<file path="config.mk">
export PLATFORM = sky130hd
export DESIGN_NAME = booth_operand_sequencer
export DESIGN_NICKNAME = d
export VERILOG_FILES = /design/src/rtl/booth_operand_sequencer.sv
export SDC_FILE = /design/constraint.sdc
export NUM_CORES = 1
export LEC_CHECK = 0
export ABC_AREA = 0
export CORE_MARGIN = 5
export CORE_UTILIZATION = 41
export DETAILED_ROUTE_END_ITERATION = 10
export PLACE_DENSITY = 0.71
export SYNTH_ARGS = -nofsm -noshare
export SYNTH_HDL_FRONTEND = slang
export SYNTH_SLANG_ARGS = --single-unit
</file>
<file path="constraint.sdc">
create_clock -name clk -period 2.2 [get_ports clk]
set_input_delay 0.33 -clock clk [delete_from_list [all_inputs] [get_ports clk]]
set_output_delay 0.33 -clock clk [all_outputs]
set_load 0.01 [all_outputs]
</file>
<file path="src/rtl/booth_operand_sequencer.sv">
// Operand sequencer in front of a 16x16 signed Booth multiplier: buffers tagged
// operand pairs, issues them one at a time, and returns tagged products or watchdog errors.
module booth_operand_sequencer #(
    parameter int FIFO_DEPTH = 4,
    parameter int TAG_W      = 4,
    parameter int TIMEOUT    = 64
) (
    input  logic             clk,
    input  logic             rst,
    input  logic             in_valid,
    output logic             in_ready,
    input  logic [15:0]      in_a,
    input  logic [15:0]      in_b,
    input  logic [TAG_W-1:0] in_tag,
    output logic             mul_start,
    output logic [15:0]      mul_in1,
    output logic [15:0]      mul_in2,
    input  logic [31:0]      mul_out,
    input  logic             mul_done,
    output logic             res_valid,
    input  logic             res_ready,
    output logic [31:0]      res_data,
    output logic [TAG_W-1:0] res_tag,
    output logic             res_err,
    output logic             busy,
    output logic [1:0]       dbg_state
);

    // Handshakes: a transfer happens on a rising edge where valid && ready; a
    // producer holding valid keeps its payload stable until that edge.

    localparam int PTR_W   = (FIFO_DEPTH > 1) ? $clog2(FIFO_DEPTH) : 1;
    localparam int CNT_W   = PTR_W + 1;
    localparam int WD_W    = (TIMEOUT > 1) ? $clog2(TIMEOUT) : 1;
    localparam int ENTRY_W = 32 + TAG_W;

    localparam logic [1:0] S_IDLE   = 2'd0;
    localparam logic [1:0] S_ISSUE  = 2'd1;
    localparam logic [1:0] S_WAIT   = 2'd2;
    localparam logic [1:0] S_RESULT = 2'd3;

    logic [ENTRY_W-1:0] r_mem [FIFO_DEPTH];
    logic [PTR_W-1:0]   r_wr_ptr;
    logic [PTR_W-1:0]   r_rd_ptr;
    logic [CNT_W-1:0]   r_count;

    logic [1:0]         r_state;
    logic [TAG_W-1:0]   r_tag;
    logic               r_seen_low;
    logic [WD_W-1:0]    r_wd;

    logic               w_push;
    logic               w_pop;
    logic               w_empty;
    logic [ENTRY_W-1:0] w_head;

    assign w_empty  = (r_count == '0);
    assign in_ready = (r_count != CNT_W'(FIFO_DEPTH));
    assign w_push   = in_valid && in_ready;
    assign w_pop    = (r_state == S_IDLE) && !w_empty;
    assign w_head   = r_mem[r_rd_ptr];

    always_ff @(posedge clk) begin
        if (w_push) begin
            r_mem[r_wr_ptr] <= {in_a, in_b, in_tag};
        end
    end

    // Depth is a power of two, so the pointers wrap naturally.
    always_ff @(posedge clk) begin
        if (rst) begin
            r_wr_ptr <= '0;
            r_rd_ptr <= '0;
            r_count  <= '0;
        end else begin
            if (w_push) begin
                r_wr_ptr <= r_wr_ptr + 1'b1;
            end
            if (w_pop) begin
                r_rd_ptr <= r_rd_ptr + 1'b1;
            end
            case ({w_push, w_pop})
                2'b10:   r_count <= r_count + 1'b1;
                2'b01:   r_count <= r_count - 1'b1;
                default: r_count <= r_count;
            endcase
        end
    end

    // seen_low guards against a done level still high from the previous multiply.
    always_ff @(posedge clk) begin
        if (rst) begin
            r_state    <= S_IDLE;
            mul_in1    <= '0;
            mul_in2    <= '0;
            r_tag      <= '0;
            r_seen_low <= 1'b0;
            r_wd       <= '0;
            res_data   <= '0;
            res_tag    <= '0;
            res_err    <= 1'b0;
        end else begin
            case (r_state)
                S_IDLE: begin
                    if (w_pop) begin
                        {mul_in1, mul_in2, r_tag} <= w_head;
                        r_state                   <= S_ISSUE;
                    end
                end
                S_ISSUE: begin
                    r_seen_low <= 1'b0;
                    r_wd       <= '0;
                    r_state    <= S_WAIT;
                end
                S_WAIT: begin
                    if (mul_done && r_seen_low) begin
                        res_data <= mul_out;
                        res_tag  <= r_tag;
                        res_err  <= 1'b0;
                        r_state  <= S_RESULT;
                    end else if (r_wd == WD_W'(TIMEOUT - 1)) begin
                        res_data <= '0;
                        res_tag  <= r_tag;
                        res_err  <= 1'b1;
                        r_state  <= S_RESULT;
                    end else begin
                        r_wd <= r_wd + 1'b1;
                        if (!mul_done) begin
                            r_seen_low <= 1'b1;
                        end
                    end
                end
                S_RESULT: begin
                    if (res_ready) begin
                        r_state <= S_IDLE;
                    end
                end
                default: r_state <= S_IDLE;
            endcase
        end
    end

    assign mul_start = (r_state == S_ISSUE);
    assign res_valid = (r_state == S_RESULT);
    assign busy      = (r_state != S_IDLE) || !w_empty;
    assign dbg_state = r_state;

endmodule

</file>
# Yosys cells after proc, flatten, opt, wreduce, memory -nomap -nowiden

Memory sizes are Yosys's and may differ from the RTL's. A register that Yosys moved wholly into a read port is not among the register bits.
Cells that the tools add are included.

Logic and storage cells: 65
Bits in registers: 53
Memories kept: 1
Output and inout port bits: 75
Bits in writable memories: 144

Add/subtract/negate cells: 5
Muxes and demuxes: 21
Reduce and logical (&&, ||, !) cells: 16
Equal/unequal tests: 13

Memories:

| name  | words | bits a word | rd ports | clocked after Yosys merged registers in | write ports | line | source |
|---|---|---|---|---|---|---|---|
| r_mem | 4     | 36          | 1        | 1                                       | 1           | 42   | `logic [ENTRY_W-1:0] r_mem [FIFO_DEPTH];` |

Operators by type and width:

| cell                                             | count |
|---|---|
| 2-to-1 mux 32 bit                                | 2 |
| 2-to-1 mux 6 bit                                 | 2 |
| one-hot mux 6 bit (2 select lines)               | 1 |
| 2-to-1 mux 2 bit                                 | 4 |
| 2-to-1 mux 4 bit                                 | 2 |
| inequality test 2 bit, second input constant     | 4 |
| one-hot mux 2 bit (4 select lines)               | 1 |
| nonzero test 2 bit                               | 4 |
| 2-to-1 mux 1 bit                                 | 7 |
| adder 6 x 1 -> 6 bit, second input constant      | 1 |
| == test 2 bit, second input constant             | 3 |
| == test 6 bit, second input constant             | 1 |
| inequality test 3 bit, second input constant     | 2 |
| one-hot mux 3 bit (2 select lines)               | 1 |
| AND reduction 3 bit                              | 2 |
| adder 2 x 1 -> 2 bit, second input constant      | 2 |
| == test 2 x 1 -> 1 bit, second input constant    | 2 |
| AND reduction 2 bit                              | 2 |
| AND reduction 4 bit                              | 1 |
| adder 3 x 1 -> 3 bit, second input constant      | 1 |
| logical AND 1 bit                                | 3 |
| logical NOT 3 bit                                | 1 |
| subtractor 3 x 1 -> 3 bit, second input constant | 1 |
| logical NOT 2 bit                                | 1 |
| 4 further kinds                                  | 4 |

# Depth between registers and ports, before layout

Gate-level depths: netlist of the first run.

Depth after elaboration: 5
Depth in mapped cells: 12
Mapped depth without buffers: 10

# Least setup slack after synthesis of the first run

No wires, ideal clock.

Kind: reg2reg
Start: register r_state[0], in the netlist dbg_state[0]
End: register r_count[2]
Buffers on the path: 2
Slack: -72 ps
Period minus slack after synthesis: 2,272 ps
Stages on the path, launching flop included: 13
Setup time: 71 ps
Arrival: 2,202 ps
Path through: dfxtp_1 inv_1 ha_1 nand2b_1 buf_6 inv_2 buf_2 ha_1 inv_1 fa_1 xor2_1 or3_1 a21oi_1

Cells in the longest elaborated chain, start to end: 4
Elaborated cells between the ends (all ways): 6
Those cells by class: eq/ne (2); mux (1); reduce/logical (3)

RTL lines:

| what                                                                            | line | source |
|---|---|---|
| start, declared                                                                 | 47   | `logic [1:0] r_state;` |
| start signal, assigned                                                          | 93   | `r_state <= S_IDLE;` |
| start signal, assigned                                                          | 107  | `r_state <= S_ISSUE;` |
| start signal, assigned                                                          | 113  | `r_state <= S_WAIT;` |
| logical NOT 2 bit *                                                             | 60   | `assign w_pop = (r_state == S_IDLE) && !w_empty;` |
| logical AND 1 bit *                                                             | 60   |  |
| via w_pop                                                                       | 53   | `logic w_pop;` |
| == test 2 x 1 -> 1 bit / == test 2 bit (equally long branches)                  | 82   | `case ({w_push, w_pop})` |
| one-hot mux 3 bit (2 select lines) / nonzero test 2 bit (equally long branches) | --   |  |
| end signal, assigned                                                            | 83   | `2'b10: r_count <= r_count + 1'b1;` |
| end signal, assigned                                                            | 84   | `2'b01: r_count <= r_count - 1'b1;` |
| end signal, assigned                                                            | 85   | `default: r_count <= r_count;` |
| end, declared                                                                   | 45   | `logic [CNT_W-1:0] r_count;` |

Mark *: on every way through the listed nets, which the timed path passes. The rest lies on a longest branch.
A chain may end at the register's enable or synchronous reset.

# Final worst setup path of the first run

Start: register r_count[1]
End: register r_count[2]

Cells in the longest elaborated chain, start to end: 5
Elaborated cells between the ends (all ways): 11
Those cells by class: add/sub (2); eq/ne (3); mux (1); reduce/logical (5)

RTL lines:

| what                                                                            | line | source |
|---|---|---|
| logical NOT 3 bit                                                               | 57   | `assign w_empty = (r_count == '0);` |
| logical NOT 1 bit                                                               | 60   |  |
| logical AND 1 bit                                                               | 60   |  |
| == test 2 x 1 -> 1 bit / == test 2 bit (equally long branches)                  | 82   |  |
| one-hot mux 3 bit (2 select lines) / nonzero test 2 bit (equally long branches) | --   |  |

Parallel ways exist; a longest one is shown, timed or not.

==> results of run 1 <==
## cell usage in the layout (no fill, tap or decap), types with 3 or more instances in the layout
master	n
clkdlybuf4s50_1	144
edfxtp_1	144
nand2_1	90
dfxtp_1	83
a21oi_1	42
nor2_1	39
mux4_2	36
a22oi_1	30
clkbuf_16	27
buf_4	18
inv_1	11
ha_1	8
buf_12	8
a21oi_2	7
o21ai_0	6
clkinv_2	6
dfxtp_2	6
and3_2	5
nand3_1	5
clkbuf_1	4
xor2_1	3
and3_1	3
nand4_1	3
bufinv_16	3
## logic make-up after synthesis
group / count (synthesis) / share of synthesized area (%)
multiplexers: 36 / 9.29
AO/OA/AOI/OAI: 102 / 7.66
XOR/XNOR: 5 / 0.502
flip-flops: 233 / 70.0
AND/OR/NAND/NOR: 155 / 7.47
adder cells (fa/ha/maj): 11 / 1.66
buffers and inverters: 50 / 3.46
## synthesized netlist by cell type (2+ instances only)
master / instances / area, um2
clkbuf_1: 5 / 18.8
nand4_1: 3 / 18.8
a21oi_1: 43 / 215
nand2_1: 90 / 338
inv_1: 12 / 45.0
buf_1: 3 / 11.3
edfxtp_1: 144 / 4320
and3_1: 7 / 43.8
a311oi_1: 2 / 17.5
o31ai_1: 2 / 15.0
ha_1: 10 / 125
a21oi_2: 6 / 52.6
buf_6: 9 / 101
mux4_2: 36 / 811
xor2_1: 3 / 26.3
nand3_1: 5 / 25.0
buf_8: 2 / 30.0
a21o_1: 2 / 15.0
a22oi_1: 30 / 225
buf_2: 16 / 80.1
xnor2_1: 2 / 17.5
nor2_1: 39 / 146
nand2b_1: 2 / 12.5
a31oi_1: 2 / 12.5
o21ai_0: 6 / 30.0
inv_2: 2 / 7.51
dfxtp_1: 89 / 1780
## power by group through the flow
stage | sequential [uW] | clock (uW) | combinational, uW
global placement | 5570 | 0 | 3510
detailed placement | 5600 | 0 | 3520
global route | 5570 | 4660 | 3840
floorplan | 5670 | 0 | 2100
finish | 5510 | 4340 | 3490
CTS | 5520 | 4470 | 3540
## path summary, 6_finish.rpt
check | startpoint | to | depth (start not counted)
setup / recovery | r_count[1]$_SDFFE_PP0P_ | r_count[2]$_SDFFE_PP0P_ | 9
hold / removal | rst | res_data[23]$_SDFFE_PP0P_ | 2
setup reg to reg | r_count[1]$_SDFFE_PP0P_ | r_count[2]$_SDFFE_PP0P_ | 9
hold reg to reg | mul_in1[13]$_SDFFE_PP0P_ | mul_in1[13]$_SDFFE_PP0P_ | 2
## stage by stage
| stage | power, uW | setup slack, ns | TNS, ns | hold WS [ns] | utilization [%] |
|---|---|---|---|---|---|
| finish | 13300 | 0.0672 | 0 | 0.253 | 54.7 |
| global route | 14100 | -0.000972 | -0.000972 | 0.259 | 54.7 |
| CTS | 13500 | 0.0102 | 0 | 0.232 | 54.6 |
| detailed placement | 9120 | -0.0410 | -0.0410 | 0.449 | 50.4 |
| global placement | 9080 | -0.0289 | -0.0289 | 0.443 | 50.4 |
| floorplan | 7770 | 0.00421 | 0 | 0.429 | - |
## area by class of cell
type                    instances  area, um2  share of cell area [%]
clock inverters                15        160                    1.39
repair buffers                172       1760                    15.3
inverters                      14       55.1                   0.479
multi-input cells             309       2350                    20.4
well taps                     275        344                    2.99
flip-flops and latches        233       6110                    53.2
clock buffers                  33        718                    6.25
## per-layer routing
| layer | global-route usage [%] | part of all wire [%] |
|---|---|---|
| met1 | 19.9 | 43 |
| met2 | 26.5 | 48 |
| met3 | 3.25 | 7.3 |
| met4 | 4.09 | 2.0 |
| met5 | 0 | 0 |
## state kept, by name, summed over array words and instances (netlist names)
register    flops
res_err         1
mul_in1        16
r_wr_ptr        2
r_count         3
dbg_state       2
res_data       32
r_mem         144
r_wd            6
mul_in2        16
r_tag           4
res_tag         4
r_rd_ptr        2
r_seen_low      1
## what timing repair did
action                                  CTS  global route
pin swaps                                 0             3
resized for setup                         1             6
hold buffers                              0             0
gates cloned                              0             0
endpoints found under the setup margin    1             2
==> metrics.txt, run 1 <==
ant diodes 0; CTS Root Cell clkbuf_16; Tmin final 2.13 ns; Starting Density 41.5%; setup bufs post-CTS 0; worst relative slew slack 67.6%; DR WL/cell 17.9 um; post-route ant nets 0; Worst Path Max Fanout 2; CTS Sinks 233; Hold Violations, Final 0; via/cell ratio 5.10; Pint 9610 uW; row count 53; fin cells 1,051; Syn-to-layout area delta 31.7%; # placed instances 1,003; sw power 3730 uW; Crit path buffers/inverters 2; Synth cell types 47; Slew @ Worst Pin 0.485 ns; All-Layer GR Usage 15.4%; RSZ-0062 raised after global routing yes; initial DRC count 308; Max Slew Vio Count 0; Port-buffer cells 147; clock tree buffer depth 3; area of the core 21,000 um2; largest net degree at the start of global routing 44; Post-synth EDFFs 144; Critical-path top delay cell or3b_4; syn avg cell area 14.7 um2; clock skew 0.0107 ns; CTS clk-pin slew, worst paths 0.06 ns; synth warn 0; H-tree depth 1; DRT Wirelength 18,800 um; hpwl dp 11,900 um; P per Cell Area 1160 nW/um2; TritonCTS Buffers 26; post-synth net total 676; maximum vdd ir drop 0.000790 V; Post-route DRC 0; clock latency on the worst-skew pair 0.52 ns; delay-heaviest family, CP simple AND/OR/NAND/NOR gates; first-pass GRT wire length 30,100 um; post-synthesis register bit count 233; Hold Crit Class input port to register; die width 156 um; Die Height 156 um; Main synth FF type edfxtp_1; fmax 469 MHz; CP Capture Type register; critical path class register to register; sw frac 27.9%; # Max-Cap Violations 0; Synth Instances 592; nets 840; Reg2Reg Setup Slack 0.07 ns; die area 24,300 um2; finished layout cell area 11,500 um2; crit-path cells or3b_4, and2_4, inv_4, ha_4, inv_1, fa_2, xor2_1, or3_1, a21oi_2; via count 5,365; part of the power in combinational logic 26.2%; area post-placement 10,600 um2; IO Pins 148; Placer Congestion 0.807; share of cells above drive strength 1 17.4%; data arrival time of the worst path 2.58 ns; final setup violation count 0; initial antenna violation count 0; TritonRoute pass-1 iters 4; sequential-to-total area share from yosys stat 70.0%; crit-path max cell delay 0.39 ns; Final Cycle Share 96.9%; sequential share of power 41.3%; Worst Path Required 2.65 ns; CTS tree yes; grt total ovfl 0; FILL cells 1,703; Synth Cell Area 8730 um2; clock power share 32.5%; LEAKAGE 0.00386 uW; CP startpoint kind register; vias in the first global route 5,710; fraction of registers with async set/reset 0%; status complete, no violations
Power figures use the tool's default switching activity.
==> inputs of run 2 (changes only) <==
--- a/config.mk
+++ b/config.mk
@@ -10,6 +10,8 @@
 export CORE_UTILIZATION = 41
 export DETAILED_ROUTE_END_ITERATION = 10
 export PLACE_DENSITY = 0.71
+export SETUP_SLACK_MARGIN = 0.1
+export SLEW_MARGIN = 0
 export SYNTH_ARGS = -nofsm -noshare
 export SYNTH_HDL_FRONTEND = slang
 export SYNTH_SLANG_ARGS = --single-unit
==> metrics.txt, run 2 (synthesized netlist as in run 1, its figures left out) <==
status complete, no violations; delay-heaviest family, CP simple AND/OR/NAND/NOR gates; most frequent cells in the layout clkdlybuf4s50_1, edfxtp_1, nand2_1; CP startpoint kind register; crit-path max cell delay 0.39 ns (about the same); Tmin final 2.09 ns (-0.0386 ns); maximum vdd ir drop 0.000784 V (-0.67%); Worst Reg-to-Reg Cells 9 (unchanged); CTS Sinks 233 (unchanged); Starting Density 41.5% (unchanged); CTS Root Cell clkbuf_16; Final TNS setup 0 ns (unchanged); via count 5,314 (-0.95%); clock tree buffer depth 3 (unchanged); IO Pins 148 (unchanged); P per Cell Area 1160 nW/um2 (-0.24%); Regs by FF count r_mem x144, res_data x32; final setup violation count 0 (unchanged); row count 53 (unchanged); hpwl dp 11,600 um (-2.1%); TritonRoute pass-1 iters 7 (+3); FILL cells 1,695 (-0.47%); CTS tree yes; Port-buffer cells 147 (unchanged); H-tree depth 1 (unchanged); CTS clk-pin slew, worst paths 0.06 ns (about the same); vias in the first global route 5,541 (-3.0%); die area 24,300 um2 (unchanged); DR WL/cell 17.7 um (-1.1%); TritonCTS Buffers 25 (-3.8%); critical path class register to register; # placed instances 999 (-0.40%); Min-Delay Path Depth 2 (unchanged); die width 156 um (unchanged); Hold Violations, Final 0 (unchanged); Hold Crit Class input port to register; Worst Path Max Fanout 3 (+1); nets 840 (unchanged); share of cells above drive strength 1 17.3% (-0.084 points); Post-route DRC 0 (unchanged); clock latency on the worst-skew pair 0.51 ns (about the same); LEAKAGE 0.00384 uW (-0.68%); ant diodes 0 (unchanged); Max Slew Vio Count 0 (unchanged); first-pass GRT wire length 29,600 um (-1.6%); initial antenna violation count 0 (unchanged); max reg flops 144 (unchanged); Post-CTS Hold Buffers 0 (unchanged); largest net degree at the start of global routing 39 (-11%); initial DRC count 404 (+31%); fin cells 1,049 (-0.19%); Syn-to-layout area delta 31.2%; grt total ovfl 0 (unchanged); Top reg by flops r_mem; Crit path depth 9 (unchanged); area of the core 21,000 um2 (unchanged); Slew @ Worst Pin 0.485 ns (-0.000314 ns); Final Cycle Share 95.2% (-1.8 points); fmax 478 MHz (+1.8%); post-route ant nets 0 (unchanged); Reg2Reg Setup Slack 0.11 ns (+0.04 ns); Critical-path top delay cell or3b_4; RSZ-0062 raised after global routing yes; clock skew 0.0114 ns (+0.000698 ns); Worst Path Required 2.63 ns (-0.02 ns); via/cell ratio 5.07 (-0.76%); worst relative slew slack 67.7% (about the same); Die Height 156 um (unchanged); DRT Wirelength 18,500 um (-1.3%); data arrival time of the worst path 2.52 ns (-0.06 ns); CP Capture Type register; # Max-Cap Violations 0 (unchanged); crit-path cells or3b_4, and2_4, inv_4, ha_4, inv_2, fa_2, xor2_1, or3_1, a21oi_1; Hold WS 0.227 ns (-0.0253 ns); All-Layer GR Usage 15.1% (-0.25 points); Placer Congestion 0.847 (+4.9%); Crit path buffers/inverters 2 (unchanged)
run 2: changes by cell type in the layout (fill, tap and decap cells not counted), sizes merged:
cell,previous run,this run
clkinvlp,2,1
clkinv,9,3
bufinv,3,4
dlymetal6s2s,1,0
clkbuf,33,35
inv,15,16
dlygate4sd2,1,2
buf,26,27
run 2: area by class of cell:
| cell class | instances | area (um2) | area share, % |
|---|---|---|---|
| Clock buffer | 35 | 694 | 6.07 |
| Clock inverter | 10 | 158 | 1.38 |
| Inverter | 14 | 55.1 | 0.481 |
| Multi-Input combinational cell | 309 | 2340 | 20.5 |
| Sequential cell | 233 | 6110 | 53.4 |
| Tap cell | 275 | 344 | 3.01 |
| Timing Repair Buffer | 173 | 1740 | 15.2 |
run 2: path summary, 6_finish.rpt:
| kind | start | to |
|---|---|---|
| worst max register to register | r_count[2]$_SDFFE_PP0P_ | r_count[2]$_SDFFE_PP0P_ |
| worst min-delay path | rst | res_data[27]$_SDFFE_PP0P_ |
| worst min register to register | mul_in1[5]$_SDFFE_PP0P_ | mul_in1[5]$_SDFFE_PP0P_ |
| worst max-delay path | r_count[2]$_SDFFE_PP0P_ | r_count[2]$_SDFFE_PP0P_ |
run 2: timing repair:
item | in CTS | in global routing
pin swaps | 1 | 3
setup endpoints to repair | 3 | 1
gates resized for setup | 2 | 2
buffers inserted | 1 | 4
run 2: per-stage QoR:
stage	utilization (%)	area [um2]	setup slack (ns)	total power [uW]
after floorplan	-	8760	0.104	7800
after global placement	50.2	10600	0.00464	9020
after detailed placement	50.2	10600	-0.0380	9090
after CTS	54.3	11400	0.0645	13400
after global routing	54.4	11400	0.0393	14000
final	54.4	11400	0.106	13200
run 2: report_power, final:
group,internal (uW),switching (uW),total [uW]
combinational,1660,1740,3400
clock,2670,1620,4290
sequential,5270,291,5560
total,9600,3650,13200
run 2: layer usage:
layer,wire [um],GRT usage (%),up-vias
li1,-,-,2530
met3,1290,3.33,21
met1,7810,19.7,2606
met2,9170,26.4,157
met4,276,2.96,0
met5,0,0,-
